==> src/rtl/fetch_pkg.sv <==
// ============================================================================
//  Module      : fetch_pkg
//  Description : Shared types and constants for the instruction fetch block:
//                controller state encoding, word geometry and PC alignment.
//  Revision    : 1.0 - initial release
// ============================================================================
`default_nettype none

package fetch_pkg;

  // Controller states
  typedef enum logic [1:0] {
    ST_IDLE  = 2'd0,
    ST_FETCH = 2'd1,
    ST_HALT  = 2'd2
  } fetch_state_e;

  localparam int          INSTR_W        = 32;
  localparam int          BYTES_PER_WORD = 4;
  localparam logic [31:0] PC_ALIGN_MASK  = 32'hFFFF_FFFC;

  // Force a byte address onto a word boundary.
  function automatic logic [31:0] align_pc(input logic [31:0] addr);
    return addr & PC_ALIGN_MASK;
  endfunction

endpackage

`default_nettype wire

==> src/rtl/fetch_if.sv <==
// ============================================================================
//  Module      : fetch_if
//  Description : Bundles the ROM port, redirect inputs and the decode-side
//                valid/ready handshake of the fetch controller.
//                master : the fetch controller
//                slave  : ROM + decode + redirect source (environment)
//  Ports       : start, mem_addr, mem_instr, branch_taken, branch_target,
//                out_valid, out_ready, out_instr, out_pc, halted, fetch_count
//  Revision    : 1.0 - initial release
// ============================================================================
`default_nettype none

interface fetch_if #(
  parameter int COUNT_W = 16
) ();
  import fetch_pkg::*;

  logic                 start;
  logic [31:0]          mem_addr;
  logic [INSTR_W-1:0]   mem_instr;
  logic                 branch_taken;
  logic [31:0]          branch_target;
  logic                 out_valid;
  logic                 out_ready;
  logic [INSTR_W-1:0]   out_instr;
  logic [31:0]          out_pc;
  logic                 halted;
  logic [COUNT_W-1:0]   fetch_count;

  modport master (
    input  start, mem_instr, branch_taken, branch_target, out_ready,
    output mem_addr, out_valid, out_instr, out_pc, halted, fetch_count
  );

  modport slave (
    output start, mem_instr, branch_taken, branch_target, out_ready,
    input  mem_addr, out_valid, out_instr, out_pc, halted, fetch_count
  );

endinterface

`default_nettype wire

==> src/rtl/fetch_out_reg.sv <==
// ============================================================================
//  Module      : fetch_out_reg
//  Description : Single-entry valid/ready output buffer. Priority:
//                flush > load > drain-on-handshake > hold.
//  Ports       : clk, reset         - clock, sync active-high reset
//                load_i             - capture instr_i/pc_i, set valid
//                flush_i            - drop the held entry
//                ready_i            - consumer ready (drains when valid)
//                instr_i, pc_i      - entry to capture
//                valid_o, instr_o, pc_o - held entry
//  Revision    : 1.0 - initial release
// ============================================================================
`default_nettype none

module fetch_out_reg
  import fetch_pkg::*;
(
  input  logic               clk,
  input  logic               reset,
  input  logic               load_i,
  input  logic               flush_i,
  input  logic               ready_i,
  input  logic [INSTR_W-1:0] instr_i,
  input  logic [31:0]        pc_i,
  output logic               valid_o,
  output logic [INSTR_W-1:0] instr_o,
  output logic [31:0]        pc_o
);

  logic               valid_q;
  logic [INSTR_W-1:0] instr_q;
  logic [31:0]        pc_q;

  always_ff @(posedge clk) begin
    if (reset) begin
      valid_q <= 1'b0;
      instr_q <= '0;
      pc_q    <= '0;
    end else if (flush_i) begin
      valid_q <= 1'b0;
    end else if (load_i) begin
      valid_q <= 1'b1;
      instr_q <= instr_i;
      pc_q    <= pc_i;
    end else if (valid_q && ready_i) begin
      valid_q <= 1'b0;
    end
  end

  // Data is only rewritten on load, so it stays stable under backpressure.
  assign valid_o = valid_q;
  assign instr_o = instr_q;
  assign pc_o    = pc_q;

endmodule

`default_nettype wire

==> src/rtl/fetch_controller.sv <==
// ============================================================================
//  Module      : fetch_controller
//  Description : Owns the PC, addresses the combinational instruction ROM and
//                hands each fetched word with its PC to decode over a
//                valid/ready handshake. Handles start, branch redirect with
//                flush, end-of-program halt and a saturating delivery count.
//  Ports       : clk, reset - clock, sync active-high reset
//                bus        - fetch_if.master (ROM, redirect, decode side)
//  Revision    : 1.0 - initial release
// ============================================================================
`default_nettype none

module fetch_controller
  import fetch_pkg::*;
#(
  parameter int          NUM_INSTRUCTIONS = 3,
  parameter logic [31:0] RESET_PC         = 32'h0,
  parameter int          COUNT_W          = 16
) (
  input  logic     clk,
  input  logic     reset,
  fetch_if.master  bus
);

  // First byte address past the program.
  localparam logic [31:0] PC_LIMIT = 32'(BYTES_PER_WORD * NUM_INSTRUCTIONS);

  fetch_state_e       state_q;
  logic [31:0]        pc_q;
  logic [COUNT_W-1:0] count_q;

  logic               w_valid;
  logic [INSTR_W-1:0] w_instr;
  logic [31:0]        w_out_pc;
  logic [31:0]        w_target;
  logic               w_target_oor;
  logic               w_pc_oor;
  logic               w_fire;
  logic               w_load;
  logic               w_flush;

  assign w_target     = align_pc(bus.branch_target);
  assign w_target_oor = (w_target >= PC_LIMIT);
  assign w_pc_oor     = (pc_q >= PC_LIMIT);
  assign w_fire       = w_valid && bus.out_ready;

  // Output-buffer control. A redirect flushes in FETCH and HALT; a load only
  // happens in FETCH with an in-range pc and a slot that is free this cycle.
  always_comb begin
    w_load  = 1'b0;
    w_flush = 1'b0;
    if (state_q == ST_FETCH) begin
      if (bus.branch_taken)
        w_flush = 1'b1;
      else if (!w_pc_oor && (!w_valid || bus.out_ready))
        w_load = 1'b1;
    end else if (state_q == ST_HALT) begin
      w_flush = bus.branch_taken;
    end
  end

  always_ff @(posedge clk) begin
    if (reset) begin
      state_q <= ST_IDLE;
      pc_q    <= RESET_PC;
      count_q <= '0;
    end else begin
      case (state_q)
        ST_IDLE: begin
          if (bus.start) state_q <= ST_FETCH;
        end
        ST_FETCH: begin
          if (bus.branch_taken) begin
            pc_q    <= w_target;
            state_q <= w_target_oor ? ST_HALT : ST_FETCH;
          end else if (w_pc_oor) begin
            state_q <= ST_HALT;
          end else if (w_load) begin
            pc_q <= pc_q + 32'(BYTES_PER_WORD);
          end
        end
        ST_HALT: begin
          // Out-of-range targets still update pc but remain halted.
          if (bus.branch_taken) begin
            pc_q    <= w_target;
            state_q <= w_target_oor ? ST_HALT : ST_FETCH;
          end
        end
        default: state_q <= ST_IDLE;
      endcase

      // Counts every handshake, including one coinciding with a flush.
      if (w_fire && (count_q != {COUNT_W{1'b1}}))
        count_q <= count_q + 1'b1;
    end
  end

  fetch_out_reg u_out_reg (
    .clk     (clk),
    .reset   (reset),
    .load_i  (w_load),
    .flush_i (w_flush),
    .ready_i (bus.out_ready),
    .instr_i (bus.mem_instr),
    .pc_i    (pc_q),
    .valid_o (w_valid),
    .instr_o (w_instr),
    .pc_o    (w_out_pc)
  );

  assign bus.mem_addr    = pc_q;
  assign bus.out_valid   = w_valid;
  assign bus.out_instr   = w_instr;
  assign bus.out_pc      = w_out_pc;
  assign bus.halted      = (state_q == ST_HALT) && !w_valid;
  assign bus.fetch_count = count_q;

endmodule

`default_nettype wire

==> src/flat_wrapper.sv <==
// flat-port wrapper written by rule: the top's interface ports become plain ports
module fetch_controller_flat import fetch_pkg::*;
#(
  parameter int          NUM_INSTRUCTIONS = 3,
  parameter logic [31:0] RESET_PC         = 32'h0,
  parameter int          COUNT_W          = 16
)
  (clk, reset, bus_start, bus_mem_instr, bus_branch_taken, bus_branch_target, bus_out_ready, bus_mem_addr, bus_out_valid, bus_out_instr, bus_out_pc, bus_halted, bus_fetch_count);
  fetch_if #(.COUNT_W(COUNT_W)) bus_i ();
  input  logic clk;
  input  logic reset;
  input wire logic [$bits(bus_i.start)-1:0] bus_start;
  input wire logic [$bits(bus_i.mem_instr)-1:0] bus_mem_instr;
  input wire logic [$bits(bus_i.branch_taken)-1:0] bus_branch_taken;
  input wire logic [$bits(bus_i.branch_target)-1:0] bus_branch_target;
  input wire logic [$bits(bus_i.out_ready)-1:0] bus_out_ready;
  output wire logic [$bits(bus_i.mem_addr)-1:0] bus_mem_addr;
  output wire logic [$bits(bus_i.out_valid)-1:0] bus_out_valid;
  output wire logic [$bits(bus_i.out_instr)-1:0] bus_out_instr;
  output wire logic [$bits(bus_i.out_pc)-1:0] bus_out_pc;
  output wire logic [$bits(bus_i.halted)-1:0] bus_halted;
  output wire logic [$bits(bus_i.fetch_count)-1:0] bus_fetch_count;
  assign bus_i.start = bus_start;
  assign bus_i.mem_instr = bus_mem_instr;
  assign bus_i.branch_taken = bus_branch_taken;
  assign bus_i.branch_target = bus_branch_target;
  assign bus_i.out_ready = bus_out_ready;
  assign bus_mem_addr = bus_i.mem_addr;
  assign bus_out_valid = bus_i.out_valid;
  assign bus_out_instr = bus_i.out_instr;
  assign bus_out_pc = bus_i.out_pc;
  assign bus_halted = bus_i.halted;
  assign bus_fetch_count = bus_i.fetch_count;
  fetch_controller #(.NUM_INSTRUCTIONS(NUM_INSTRUCTIONS), .RESET_PC(RESET_PC), .COUNT_W(COUNT_W)) u_core (.clk(clk), .reset(reset), .bus(bus_i));
endmodule
==> config.mk <==
export PLATFORM = sky130hd
export DESIGN_NAME = fetch_controller_flat
export DESIGN_NICKNAME = d
export VERILOG_FILES = /design/src/rtl/fetch_pkg.sv /design/src/rtl/fetch_if.sv /design/src/rtl/fetch_out_reg.sv /design/src/rtl/fetch_controller.sv /design/src/flat_wrapper.sv
export SDC_FILE = /design/constraint.sdc
export NUM_CORES = 1
export LEC_CHECK = 0
export CORE_ASPECT_RATIO = 2
export CORE_MARGIN = 3
export CORE_UTILIZATION = 43
export DETAILED_ROUTE_END_ITERATION = 16
export PLACE_DENSITY_LB_ADDON = 0.25
export SETUP_SLACK_MARGIN = 0.4
export SLEW_MARGIN = 30
export SYNTH_ARGS = -nofsm -noshare
export SYNTH_HDL_FRONTEND = slang
export SYNTH_HIERARCHICAL = 1
export SYNTH_SLANG_ARGS = --single-unit
==> constraint.sdc <==
create_clock -name clk -period 2.05 [get_ports clk]
set_input_delay 0.41 -clock clk [delete_from_list [all_inputs] [get_ports clk]]
set_output_delay 0.41 -clock clk [all_outputs]
set_load 0.005 [all_outputs]
==> impl_metrics.csv <==
group,metric,value,unit
synth,post-synth-top-area-cell,"dfxtp_1",
final_layout,seq_area,2341,um2
clocking,htree_levels,4,
min_path,min_to,"u_core/bus.fetch_count[5]$_SDFFE_PP0P_",
synth,yosysTopAreaCellShare,38.42,%
detailed_routing,routed_via_density,5.909,
grt,grt_pass1_vias,6361,
timing,fin_crit_sh,106.1,%
detailed_routing,routed_wirelength,23.15,mm
placement,pre_cts_ws,-0.1981,ns
timing,clock_skew,0.008956,ns
worst_setup_path,r2r_cells,11,
clocking,cts_sinks,113,
floorplanning,rows,59,
worst_setup_path,critPathCaptureType,"register",
synth,synth_edf_count,0,
synth,ys_seq_elements,113,
grt,antenna_found_initial,0,
timing,hold_viol,0,
synth,synth.distinct_cells,60,
floorplanning,initial_core_util,44.56,%
min_path,hold_path.class,"in2reg",
timing,grt_setup_unrepaired,"yes",
synth,yosysSeqAreaShare,38.42,%
detailed_routing,drc,0,
detailed_routing,wl_met1,7.857,mm
worst_setup_path,worstReg2RegStart,"u_core/bus.mem_addr[2]$_SDFFE_PP0P_",
final_layout,fin_nets,986,
timing,worstMarginPinSlew,0.6076,ns
grt,grt_use_total,27.72,%
detailed_routing,routed.top_layer,"met4",
synth,synth_cells,640,
floorplanning,io_pins,183,
final_layout,multiInputGateArea,3766,um2
worst_setup_path,crit_required,2.35,ns
flow_run,max-cap-violations,0,
final_layout,antenna_cells,0,
timing,relSlewSlack,59.41,%
timing,final_max_slew_viol_count,0,
clocking,cts_root_buf,"clkbuf_16",
power_and_ir_drop,power_leakage,4.205,nW
synth,synth_warnings,6,
grt,overflow,0,
power_and_ir_drop,powerDensity,749.1,nW/um2
grt,grt_first_pass_wirelength,32.79,mm
run_status,status,"complete, but fails checks",
detailed_routing,wl_met2,13.01,mm
floorplanning,die_w,88.75,um
detailed_routing,initialDrtViolationCount,449,
floorplanning,core,13210,um2
placement,port_buffers,178,
timing,setup_viol,85,
placement,dpl.hpwl,14.76,mm
detailed_routing,wl_met3,1.321,mm
synth,synthArstFlopShare,0,%
detailed_routing,drt-wirelength-per-cell,21.46,um
floorplanning,die_h,171.5,um
clocking,clkTransAtPathRegs,0.06,ns
power_and_ir_drop,irDropWorstVdd,0.0006076,V
min_path,holdPathStages,2,
power_and_ir_drop,power,0.007531,W
detailed_routing,firstDrtPassIters,5,
worst_setup_path,arrival,2.48,ns
clocking,cts_tree,"built",
timing,hold_ws,0.2823,ns
synth,ys_top_cells_by_area,"dfxtp_1, nand4bb_1, nand2b_1",
final_layout,final_cells,1079,
run_status,violations,"setup timing",
grt,grt_max_degree,73,
worst_setup_path,critPathLaunchType,"register",
placement,gp_congestion,0.9513,
clocking,cts_buffers,17,
worst_setup_path,timing.rr.end,"u_core/bus.mem_addr[3]$_SDFFE_PP0P_",
clocking,clock_latency,0.41,ns
clocking,hold_buffers,0,
worst_setup_path,ff2ff_setup_slack,-0.12,ns
clocking,clock_path_buffers,2,
timing,fmax,459.9,MHz
synth,syn_area,5888,um2
timing,fin_crit,2.174,ns
min_path,hold_path.startpoint,"reset",
final_layout,fillers,913,
timing,setup_tns,-6.832,ns
synth,yosys-top-cells-count,"dfxtp_1, nand2b_1, nand4bb_1, o21ai_1, nor2_1",
timing,setup_slack,-0.1244,ns
synth,synthFlopType,"dfxtp_1",
placement,place_inst,994,
synth,yosys.cell_count.top_type,"dfxtp_1",
final_layout,drive_above_1_share,35.60,%
detailed_routing,drtAntennaViolNets,0,
worst_setup_path,path_class,"reg2reg",
final_layout,area_delta_synth_final,70.74,%
detailed_routing,vias,6376,
worst_setup_path,crit_fanout,6,
synth,synth_area_per_cell,9.200,um2
floorplanning,die-area,15220,um2
==> what timing repair did <==
item,in CTS,in global routing
setup endpoints to repair,220,116
pin swaps,5,50
resized for setup,196,98
setup buffers,18,20
cloned,4,11
==> critical path, stage by stage, from the launching register on <==
cell and delay [ns]:
dfxtp_4 0.36, ha_4 0.17, nor4_2 0.13, nand4_1 0.19, buf_4 0.19, buf_6 0.10, buf_6 0.11, o41ai_4 0.21
buf_6 0.19, buf_12 0.16, nor2_4 0.04, a311oi_2 0.20
==> power breakdown <==
group          leakage (nW)  internal (W)  switching, W
Combinational          3.00       0.00120       0.00105
Sequential            0.935       0.00230     0.0000978
Clock                 0.274       0.00181       0.00107
Total                  4.20       0.00531       0.00222
==> metrics by stage <==
stage,instance area [um2],util (%)
after floorplan,5995,-
after global placement,8322,62.98
after detailed placement,8322,62.98
after CTS,9236,69.90
after global routing,10050,76.08
final,10050,76.08
==> placed cells by master, fill, tap and decap left out, drive strengths merged, types with 6 or more instances in the layout <==
| cell type | instances |
|---|---|
| nand4 | 12 |
| buf | 127 |
| a211oi | 8 |
| xor2 | 6 |
| o21ai | 79 |
| dfxtp | 113 |
| nand2 | 29 |
| a21oi | 20 |
| nand3 | 15 |
| nand2b | 68 |
| dlymetal6s2s | 7 |
| nor4 | 18 |
| nor2 | 38 |
| xnor2 | 7 |
| clkbuf | 28 |
| and3 | 8 |
| nand4bb | 64 |
| nor2b | 7 |
| clkdlybuf4s50 | 62 |
| inv | 7 |
| a22oi | 7 |
| clkinv | 6 |
| dlygate4sd2 | 105 |
| nor3 | 19 |
==> logic make-up after synthesis <==
kind of cell               share of synthesized area (%)
AOI/OAI and AO/OA                                  16.92
buffers and inverters                              6.736
xor gates and xnor gates                           1.934
adders and majority gates                         0.6376
DFF                                                38.42
and+or+nand+nor                                    35.13
muxes                                             0.1700
other                                            0.06369
==> cell type report <==
class / count / area share, %
multi-input combinational: 464 / 37.46
timing repair buffer: 312 / 31.38
sequential: 113 / 23.29
clock buffer: 18 / 4.368
tap: 152 / 1.892
clock inverter: 14 / 1.394
inverter: 6 / 0.2240
==> how the worst max path moves through the flow <==
stage | to | startpoint | slack [ns]
after global routing | u_core/u_out_reg/pc_o[13]$_SDFFE_PP0P_ | u_core/bus.mem_addr[2]$_SDFFE_PP0P_ | -0.24
final | u_core/bus.mem_addr[3]$_SDFFE_PP0P_ | u_core/bus.mem_addr[2]$_SDFFE_PP0P_ | -0.12
after global placement | u_core/u_out_reg/instr_o[28]$_SDFFE_PP0P_ | bus_branch_taken | -0.15
after detailed placement | u_core/u_out_reg/instr_o[29]$_SDFFE_PP0P_ | bus_branch_taken | -0.20
after floorplan | u_core/u_out_reg/pc_o[4]$_SDFFE_PP0P_ | u_core/bus.mem_addr[2]$_SDFFE_PP0P_ | 0.02
after CTS | u_core/u_out_reg/instr_o[28]$_SDFFE_PP0P_ | u_core/bus.mem_addr[2]$_SDFFE_PP0P_ | -0.1
==> registers in the layout (all words and copies together), names as in the netlist <==
signal	cells
u_core/bus.fetch_count	16
u_core/bus.mem_addr	30
u_core/state_q	2
u_core/u_out_reg/instr_o	32
u_core/u_out_reg/pc_o	32
u_core/u_out_reg/valid_o	1
==> per-layer routing <==
metal / global-route usage (%) / up-vias
met1: 28.66 / 3112
met5: 0 / -
li1: - / 2914
met2: 51.59 / 287
met4: 12.04 / 0
met3: 6.088 / 63
No activity file was read; power rests on OpenSTA's default activity.
